File: config.mk
export PLATFORM = sky130hd
export DESIGN_NAME = hpdcache_rsp_router
export DESIGN_NICKNAME = d
export VERILOG_FILES = /design/src/rtl/hpdcache_rsp_router.sv
export SDC_FILE = /design/constraint.sdc
export NUM_CORES = 1
export LEC_CHECK = 0
export ABC_CLOCK_PERIOD_IN_PS = 7100
export BUFFER_PORTS_ARGS = -buffer_cell sky130_fd_sc_hd__buf_4
export CAP_MARGIN = 20
export CELL_PAD_IN_SITES_DETAIL_PLACEMENT = 1
export CELL_PAD_IN_SITES_GLOBAL_PLACEMENT = 1
export CORE_MARGIN = 2
export CORE_UTILIZATION = 34
export CTS_CLUSTER_SIZE = 14
export DETAILED_ROUTE_END_ITERATION = 10
export PLACE_DENSITY = 0.85
export REMOVE_ABC_BUFFERS = 1
export SETUP_SLACK_MARGIN = 0.02
export SYNTH_ARGS = -nofsm -noshare
export SYNTH_HDL_FRONTEND = slang
export SYNTH_SLANG_ARGS = --single-unit
File: constraint.sdc
create_clock -name clk_i -period 7.1 [get_ports clk_i]
set_input_delay 1.775 -clock clk_i [delete_from_list [all_inputs] [get_ports clk_i]]
set_output_delay 1.775 -clock clk_i [all_outputs]
set_load 0.01 [all_outputs]
File: src/rtl/hpdcache_rsp_router.sv
`default_nettype none
// +----------------------------------------------------------------------------+
// | Module   : hpdcache_rsp_router                                             |
// | Purpose  : Return-path companion to the fixed-priority request arbiter.    |
// |            Records the one-hot grant of every accepted request in a        |
// |            circular FIFO and steers each in-order downstream response      |
// |            back to the requester that issued it.                           |
// | Ports    : clk_i, rst_ni (async, active-low)                               |
// |            req_gnt_i/req_fire_i/req_ready_o  : request-side tracking       |
// |            rsp_valid_i/rsp_ready_o/rsp_data_i: shared downstream response  |
// |            rsp_valid_o/rsp_ready_i/rsp_data_o: per-requester response      |
// |            outstanding_o    : number of tracked, unanswered requests       |
// |            unexpected_rsp_o : pulse, response seen with nothing tracked    |
// | Revision : 1.0 - initial release                                           |
// +----------------------------------------------------------------------------+
module hpdcache_rsp_router #(
   parameter int unsigned N     = 4,
   parameter int unsigned DEPTH = 4,
   parameter int unsigned W     = 32
) (
   input  logic                         clk_i,
   input  logic                         rst_ni,
   input  logic [N-1:0]                 req_gnt_i,
   input  logic                         req_fire_i,
   output logic                         req_ready_o,
   input  logic                         rsp_valid_i,
   output logic                         rsp_ready_o,
   input  logic [W-1:0]                 rsp_data_i,
   output logic [N-1:0]                 rsp_valid_o,
   input  logic [N-1:0]                 rsp_ready_i,
   output logic [W-1:0]                 rsp_data_o,
   output logic [$clog2(DEPTH+1)-1:0]   outstanding_o,
   output logic                         unexpected_rsp_o
);

   localparam int unsigned c_ptr_w = $clog2(DEPTH);
   localparam int unsigned c_cnt_w = $clog2(DEPTH+1);
   localparam logic [c_ptr_w-1:0] c_last_ptr = c_ptr_w'(DEPTH-1);
   localparam logic [c_cnt_w-1:0] c_depth    = c_cnt_w'(DEPTH);

   logic [N-1:0]       r_mem [DEPTH];
   logic [c_ptr_w-1:0] r_wptr;
   logic [c_ptr_w-1:0] r_rptr;
   logic [c_cnt_w-1:0] r_count;
   logic               r_unexpected;

   logic               w_empty;
   logic               w_full;
   logic               w_push;
   logic               w_pop;
   logic [N-1:0]       w_head;

   assign w_empty = (r_count == '0);
   assign w_full  = (r_count == c_depth);

   // Ready depends on registered state only: a pop in the same cycle does
   // not free a slot, which keeps rsp_ready_i off the request-side path.
   assign req_ready_o = !w_full;
   assign w_push      = req_fire_i & !w_full;

   // Zero-latency routing of the response to the requester at the head.
   assign w_head      = r_mem[r_rptr];
   assign rsp_valid_o = w_head & {N{rsp_valid_i & !w_empty}};
   assign rsp_ready_o = !w_empty & (|(w_head & rsp_ready_i));
   assign rsp_data_o  = rsp_data_i;
   assign w_pop       = rsp_valid_i & rsp_ready_o;

   assign outstanding_o    = r_count;
   assign unexpected_rsp_o = r_unexpected;

   always_ff @(posedge clk_i or negedge rst_ni) begin
      if (!rst_ni) begin
         for (int i = 0; i < int'(DEPTH); i++) begin
            r_mem[i] <= '0;
         end
         r_wptr       <= '0;
         r_rptr       <= '0;
         r_count      <= '0;
         r_unexpected <= 1'b0;
      end else begin
         if (w_push) begin
            r_mem[r_wptr] <= req_gnt_i;
            // Explicit wrap so that non-power-of-two depths work.
            r_wptr <= (r_wptr == c_last_ptr) ? '0 : r_wptr + 1'b1;
         end
         if (w_pop) begin
            r_rptr <= (r_rptr == c_last_ptr) ? '0 : r_rptr + 1'b1;
         end
         case ({w_push, w_pop})
            2'b10:   r_count <= r_count + 1'b1;
            2'b01:   r_count <= r_count - 1'b1;
            default: r_count <= r_count;
         endcase
         r_unexpected <= rsp_valid_i & w_empty;
      end
   end

`ifndef SYNTHESIS
   always @(posedge clk_i) begin
      if (rst_ni) begin
         if (w_push) begin
            assert ($onehot(req_gnt_i))
               else $error("grant vector not one-hot on push");
         end
         assert (!(req_fire_i && w_full))
            else $error("request fired while tracker full");
         assert ($onehot0(rsp_valid_o))
            else $error("more than one response valid asserted");
         assert (r_count <= c_depth)
            else $error("outstanding count exceeds depth");
      end
   end
`endif

endmodule
`default_nettype wire
==> run_results.csv, run 1 <==
group,metric,value,unit
run_status,outcome,"finished clean",
die,pin_count,86,
sta,min_period,4.34,ns
synthesis,synth_top_area_share,40.4,%
critical_path,cp_top_family,"simple AND/OR/NAND/NOR gates",
die,start_util,34.6,%
critical_path,arrival,2.56,ns
grt,grt_usage,16.2,%
die,rows,24,
detailed_routing,viasPerCell,5.20,
grt,grt_start_max_net_pins,25,
clock_network,cts-htree-levels,1,
synthesis,seq_area_frac_synth,40.4,%
pwr,p_per_area,458,nW/µm²
sta,rsz0062_at_grt,"no",
clock_network,clock_latency,0.26,ns
job,drv_cap,0,
hold_path,hp-class,"flop to flop",
critical_path,crit_top_cell,"buf_4",
clock_network,post_cts_resized,0,
place,dp.final_hpwl,2.95,mm
finish,areaGrowthSynthToFinish,0.589,%
clock_network,cts_tree,"done",
sta,timing.fmax,231,MHz
finish,nets,176,
sta,setup_violations,0,
synthesis,synth_cells,134,
detailed_routing,route.vias.total,910,
sta,tns,0,ns
die,die_w,70.1,µm
sta,hold_viol,0,
synthesis,syn_area,1490,µm²
critical_path,timing_worst_setup_path_type,"input port to primary output",
finish,layout_common_cells,"dfrtp_1 (24), buf_4 (21), mux2_1 (16)",
place,dpl.cell_count,172,
critical_path,path_cells,"buf_4 -> nand2b_1 -> o22ai_1 -> and4bb_1 -> nor2_1 -> buf_4",
sta,finalMaxSlewViolations,0,
grt,grt_pass1_wl,5.93,mm
pwr,p_leak,0.000692,µW
detailed_routing,wire_per_inst,21.3,µm
sta,worst_pin_slew,0.471,ns
grt,antenna_found_initial,0,
critical_path,critPathCaptureType,"primary output",
grt,gr-total-overflow,0,
detailed_routing,wl,3.72,mm
finish,drive_above_1_share,24.4,%
detailed_routing,first_pass_iters,4,
synthesis,yosysTopAreaCell,"dfrtp_1",
grt,grt_pass1_vias,1029,
clock_network,post_cts_buffers,0,
finish,mostFrequentLayoutCell,"dfrtp_1",
clock_network,clk_transition_reported_paths,0.08,ns
critical_path,cp.required,5.33,ns
synthesis,ys_ff_latch,24,
die,core,4290,µm²
finish,n_antenna_cell,0,
critical_path,critical_path.max_fanout,2,
synthesis,yosys.cell_types.count,27,
critical_path,crit_slowest_cell,"and4bb_1",
pwr,max-vdd-ir-drop,0.000116,V
sta,finalCritPeriodShare,61.1,%
synthesis,syn_avg_cell_area,11.1,µm²
place,numPortBuffers,21,
clock_network,cts-root-buf,"clkbuf_8",
synthesis,ys_top_cells_by_area,"dfrtp_1 (40%), buf_4 (16%), mux2_1 (12%)",
critical_path,startpoint_type,"input port",
detailed_routing,drt_iter0_drc,29,
sta,skew,0.00286,ns
synthesis,ys_warn_count,0,
clock_network,cts.sinks,24,
sta,max_slew_margin,68.6,%
die,die_area,4920,µm²
detailed_routing,drc,0,
finish,final_cells,175,
die,die_h,70.1,µm
clock_network,numCtsBuffers,3,
pwr,total_power,685,µW
clock_network,clockBufferDepth,2,
place,gp_congestion,0.788,
critical_path,cp.buffers_inverters,2,
critical_path,critPathMaxStageDelay,0.32,ns
clock_network,postCtsHoldBufs,0,
finish,postLayoutCoreUtil,34.8,%
detailed_routing,ant_nets,0,
[flip-flops by register name (all words and copies together) (netlist names)]
signal	count
outstanding_o	3
r_mem	16
r_rptr	2
r_wptr	2
unexpected_rsp_o	1
[cells by family after synthesis]
group / count (synthesis) / share of synthesized area (%)
mux: 25 / 20.5
buf+inv: 41 / 18.7
simple gates: 28 / 10.0
fa+ha+maj: 7 / 6.40
xor+xnor: 3 / 1.77
compound gates: 6 / 2.19
flops: 24 / 40.4
[power by group]
| group | total (µW) | internal [µW] | leakage [µW] | switching, µW |
|---|---|---|---|---|
| registers | 269 | 207 | 0.000287 | 62.6 |
| logic | 339 | 186 | 0.000383 | 153 |
| clock network | 76.6 | 37.8 | 0.0000216 | 38.8 |
| total | 685 | 430 | 0.000692 | 255 |
[per-layer routing]
layer	track usage (%)	routed length, µm
met1	18.4	1400
met2	22.0	1600
met3	13.7	678
met4	5.77	38
met5	3.33	0
[cell usage after synthesis (all sizes together)]
master  instances
a21oi           2
and2            2
and4bb          1
buf            35
dfrtp          24
fa              1
ha              6
inv             6
mux2           18
mux2i           5
mux4            2
nand2           9
nand2b          5
nand3           1
nor2            4
nor2b           2
nor3            1
o21ai           2
o22ai           2
or2             2
or3             1
xnor2           1
xor2            2
[stage by stage]
stage | setup WS (ns) | instance area [µm²] | hold slack (ns)
6_report | 2.76 | 1500 | 0.500
5_1_grt | 2.72 | 1500 | 0.517
4_1_cts | 2.76 | 1500 | 0.503
3_5_place_dp | 2.77 | 1450 | 0.485
3_3_place_gp | 2.77 | 1450 | 0.468
2_1_floorplan | 2.98 | 1230 | 0.459
[final timing paths]
path / start / slack, ns / endpoint / cells past startpoint
min reg2reg: r_mem[6]$_DFFE_PN0P_ / 0.50 / r_mem[6]$_DFFE_PN0P_ / 1
min: r_mem[6]$_DFFE_PN0P_ / 0.50 / r_mem[6]$_DFFE_PN0P_ / 1
max reg2reg: r_rptr[0]$_DFFE_PN0P_ / 4.41 / outstanding_o[2]$_DFFE_PN0P_ / 10
max: rsp_ready_i[1] / 2.76 / rsp_ready_o / 6
max in group asynchronous: rst_ni / 5.47 / r_mem[1]$_DFFE_PN0P_ / 1
min in group asynchronous: rst_ni / 1.40 / r_mem[3]$_DFFE_PN0P_ / 1
[area by class of cell]
| type | instances | area, µm² |
|---|---|---|
| Clock buffer | 3 | 41.3 |
| Fill cell | 471 | 2800 |
| Multi-Input combinational cell | 69 | 608 |
| Inverter | 6 | 22.5 |
| Timing Repair Buffer | 21 | 158 |
| Tap cell | 52 | 65.1 |
| Sequential cell | 24 | 601 |
Note: power is estimated with default switching activity, not from simulation.
==> run 2, diff against run 1 <==
--- a/config.mk
+++ b/config.mk
@@ -5,16 +5,17 @@
 export SDC_FILE = /design/constraint.sdc
 export NUM_CORES = 1
 export LEC_CHECK = 0
-export ABC_CLOCK_PERIOD_IN_PS = 7100
+export ABC_AREA = 1
+export ABC_CLOCK_PERIOD_IN_PS = 3750
 export BUFFER_PORTS_ARGS = -buffer_cell sky130_fd_sc_hd__buf_4
 export CAP_MARGIN = 20
 export CELL_PAD_IN_SITES_DETAIL_PLACEMENT = 1
 export CELL_PAD_IN_SITES_GLOBAL_PLACEMENT = 1
 export CORE_MARGIN = 2
-export CORE_UTILIZATION = 34
+export CORE_UTILIZATION = 28
 export CTS_CLUSTER_SIZE = 14
 export DETAILED_ROUTE_END_ITERATION = 10
-export PLACE_DENSITY = 0.85
+export PLACE_DENSITY = 0.78
 export REMOVE_ABC_BUFFERS = 1
 export SETUP_SLACK_MARGIN = 0.02
 export SYNTH_ARGS = -nofsm -noshare
==> constraint.sdc (replaced) <==
create_clock -name clk_i -period 3.75 [get_ports clk_i]
set_input_delay 0.9375 -clock clk_i [delete_from_list [all_inputs] [get_ports clk_i]]
set_output_delay 0.9375 -clock clk_i [all_outputs]
set_load 0.01 [all_outputs]
==> run_results.csv, run 2 <==
group,metric,value,unit
critical_path,critPathMaxStageDelay,0.51,ns
run_status,outcome,"finished clean",
detailed_routing,route.vias.total,1096,
die,die_w,78.2,µm
synthesis,yosysMostFrequentCell,"nand2_1",
place,pre_cts_slack,0.998,ns
synthesis,async_flop_share,100,%
job,drv_cap,0,
clock_network,post_cts_buffers,0,
synthesis,synth_mux_area_share,0,%
die,die_area,6110,µm²
sta,hold_viol,0,
pwr,p_per_area,877,nW/µm²
critical_path,crit_slowest_cell,"dfrtp_1",
synthesis,synth_top_area_share,39.0,%
critical_path,critical_path.max_fanout,12,
detailed_routing,drc,0,
critical_path,cp.required,2.81,ns
finish,areaGrowthSynthToFinish,4.63,%
hold_path,hp-class,"flop to flop",
clock_network,cts-htree-levels,1,
hold_path,hold_start,"r_mem[10]$_DFFE_PN0P_",
detailed_routing,viasPerCell,4.46,
finish,nets,226,
sta,setup_violations,0,
detailed_routing,first_pass_iters,4,
finish,fillers,649,
grt,gr-total-overflow,0,
finish,multi_input_area,619,µm²
critical_path,startpoint_type,"flop",
grt,grt_pass1_wl,6.57,mm
finish,drive_above_1_share,27.0,%
detailed_routing,ant_nets,0,
critical_path,timing_worst_setup_path_type,"flop to primary output",
clock_network,clk_transition_reported_paths,0.08,ns
critical_path,worstReg2RegStart,"r_rptr[0]$_DFFE_PN0P_",
clock_network,cts-root-buf,"clkbuf_8",
finish,layout_common_cells,"nand2_1 (43), dfrtp_1 (24), buf_4 (21)",
detailed_routing,drt_iter0_drc,32,
clock_network,cts_tree,"done",
die,start_util,28.5,%
detailed_routing,wire_per_inst,16.6,µm
grt,grt_pass1_vias,1138,
finish,largest_register,"r_mem",
grt,antenna_found_initial,0,
synthesis,synth-xor-area-share,1.14,%
place,dp.final_hpwl,3.30,mm
place,numPortBuffers,21,
finish,n_antenna_cell,0,
synthesis,ys_warn_count,0,
clock_network,clockBufferDepth,2,
critical_path,reg2reg_to,"outstanding_o[2]$_DFFE_PN0P_",
synthesis,syn_avg_cell_area,8.46,µm²
finish,mostFrequentLayoutCell,"nand2_1",
pwr,max-vdd-ir-drop,0.000197,V
synthesis,synth_flop_cell,"dfrtp_1",
synthesis,synthAdderAreaFrac,6.17,%
grt,grt_usage,14.1,%
pwr,p_leak,0.000823,µW
synthesis,yosys.cell_types.count,20,
clock_network,clock_latency,0.27,ns
finish,final-seq-area,601,µm²
sta,worst_pin_slew,0.348,ns
synthesis,yosys.area_share.simple,25.5,%
critical_path,crit_start,"r_rptr[0]$_DFFE_PN0P_",
sta,tns,0,ns
synthesis,synth_common_cells,"nand2_1 (43), buf_4 (33), dfrtp_1 (24)",
sta,finalMaxSlewViolations,0,
critical_path,rr_worst_depth,13,
grt,grt_start_max_net_pins,25,
critical_path,critPathCaptureType,"primary output",
sta,finalCritPeriodShare,71.3,%
critical_path,path_cells,"inv_1 -> nand2_1 -> nand3_2 -> nand3_2 -> nand2_4 -> inv_2 -> nand2_4 -> inv_2 -> nor2_1 -> buf_4",
synthesis,ys_ff_latch,24,
synthesis,ys_top_cells_by_area,"dfrtp_1 (39%), buf_4 (16%), nand2_1 (10%)",
synthesis,synth_top_family_by_area,"simple AND/OR/NAND/NOR gates",
synthesis,synth_compound_area_share,7.39,%
critical_path,r2r_setup_slack,1.30,ns
sta,timing.fmax,374,MHz
sta,setup_slack,1.08,ns
synthesis,syn_area,1540,µm²
synthesis,synth_cells,182,
finish,largest_register_ffs,16,
sta,min_period,2.67,ns
clock_network,post_cts_resized,0,
place,gp_congestion,0.716,
clock_network,postCtsHoldBufs,0,
clock_network,numCtsBuffers,3,
die,pin_count,86,
sta,max_slew_margin,76.8,%
synthesis,synth_edf_count,0,
synthesis,yosysTopAreaCell,"dfrtp_1",
die,rows,27,
sta,skew,0.00607,ns
die,die_h,78.2,µm
critical_path,arrival,1.74,ns
synthesis,seq_area_frac_synth,39.0,%
detailed_routing,wl,4.09,mm
sta,rsz0062_at_grt,"no",
die,core,5410,µm²
clock_network,cts.sinks,24,
critical_path,endpoint,"rsp_ready_o",
finish,postLayoutCoreUtil,29.8,%
[run 2: cell families (layout without fill, tap and decap cells)]
| group | Yosys count | after routing |
|---|---|---|
| buffers and inverters | 51 | 43 |
| xor gates and xnor gates | 2 | 2 |
| and+or+nand+nor | 76 | 76 |
| adders and majority gates | 7 | 7 |
| AOI/OAI and AO/OA | 22 | 22 |
| DFF | 24 | 24 |
[run 2: cell type report]
class,count,share of cell area (%)
flip-flops and latches,24,37.3
repair buffers,21,9.78
clock buffers,3,2.56
multi-input cells,107,38.4
inverters,18,4.50
well taps,72,5.59
clock inverters,1,1.86
[run 2: worst min-delay path by stage]
stage	to	slack [ns]	depth (start not counted)
after CTS	r_mem[6]$_DFFE_PN0P_	0.50	2
after global placement	r_mem[6]$_DFFE_PN0P_	0.47	2
after floorplan	r_mem[9]$_DFFE_PN0P_	0.45	2
after detailed placement	r_mem[6]$_DFFE_PN0P_	0.48	2
final	r_mem[10]$_DFFE_PN0P_	0.49	2
after global routing	r_mem[9]$_DFFE_PN0P_	0.53	2
[run 2: where the power goes]
part	internal [µW]	leakage, µW	total [µW]	switching (µW)
Clock	143	0.0000357	225	82.5
Combinational	291	0.000488	695	404
Sequential	381	0.000299	494	113
Total	815	0.000823	1410	599
[run 2: layer usage]
layer | global-route usage [%] | wire (µm)
met2 | 18.5 | 1610
met5 | 5.45 | 0
met1 | 17.9 | 1810
met3 | 9.54 | 627
met4 | 4.04 | 46
[run 2: worst max-delay path, delay by kind of cell, from the launching register on]
kind	cells	cell delay [ns]
AND/OR/NAND/NOR	6	0.52
flip-flops	1	0.51
buffers and inverters	4	0.44
[run 2: through the flow]
stage | power [µW] | cells | hold slack (ns) | instance area [µm²]
after floorplan | 969 | 149 | 0.453 | 1290
after global placement | 1170 | 242 | 0.473 | 1540
after CTS | 1440 | 246 | 0.500 | 1610
after global routing | 1550 | 246 | 0.528 | 1610
after detailed placement | 1210 | 242 | 0.478 | 1540
final | 1410 | 246 | 0.493 | 1610
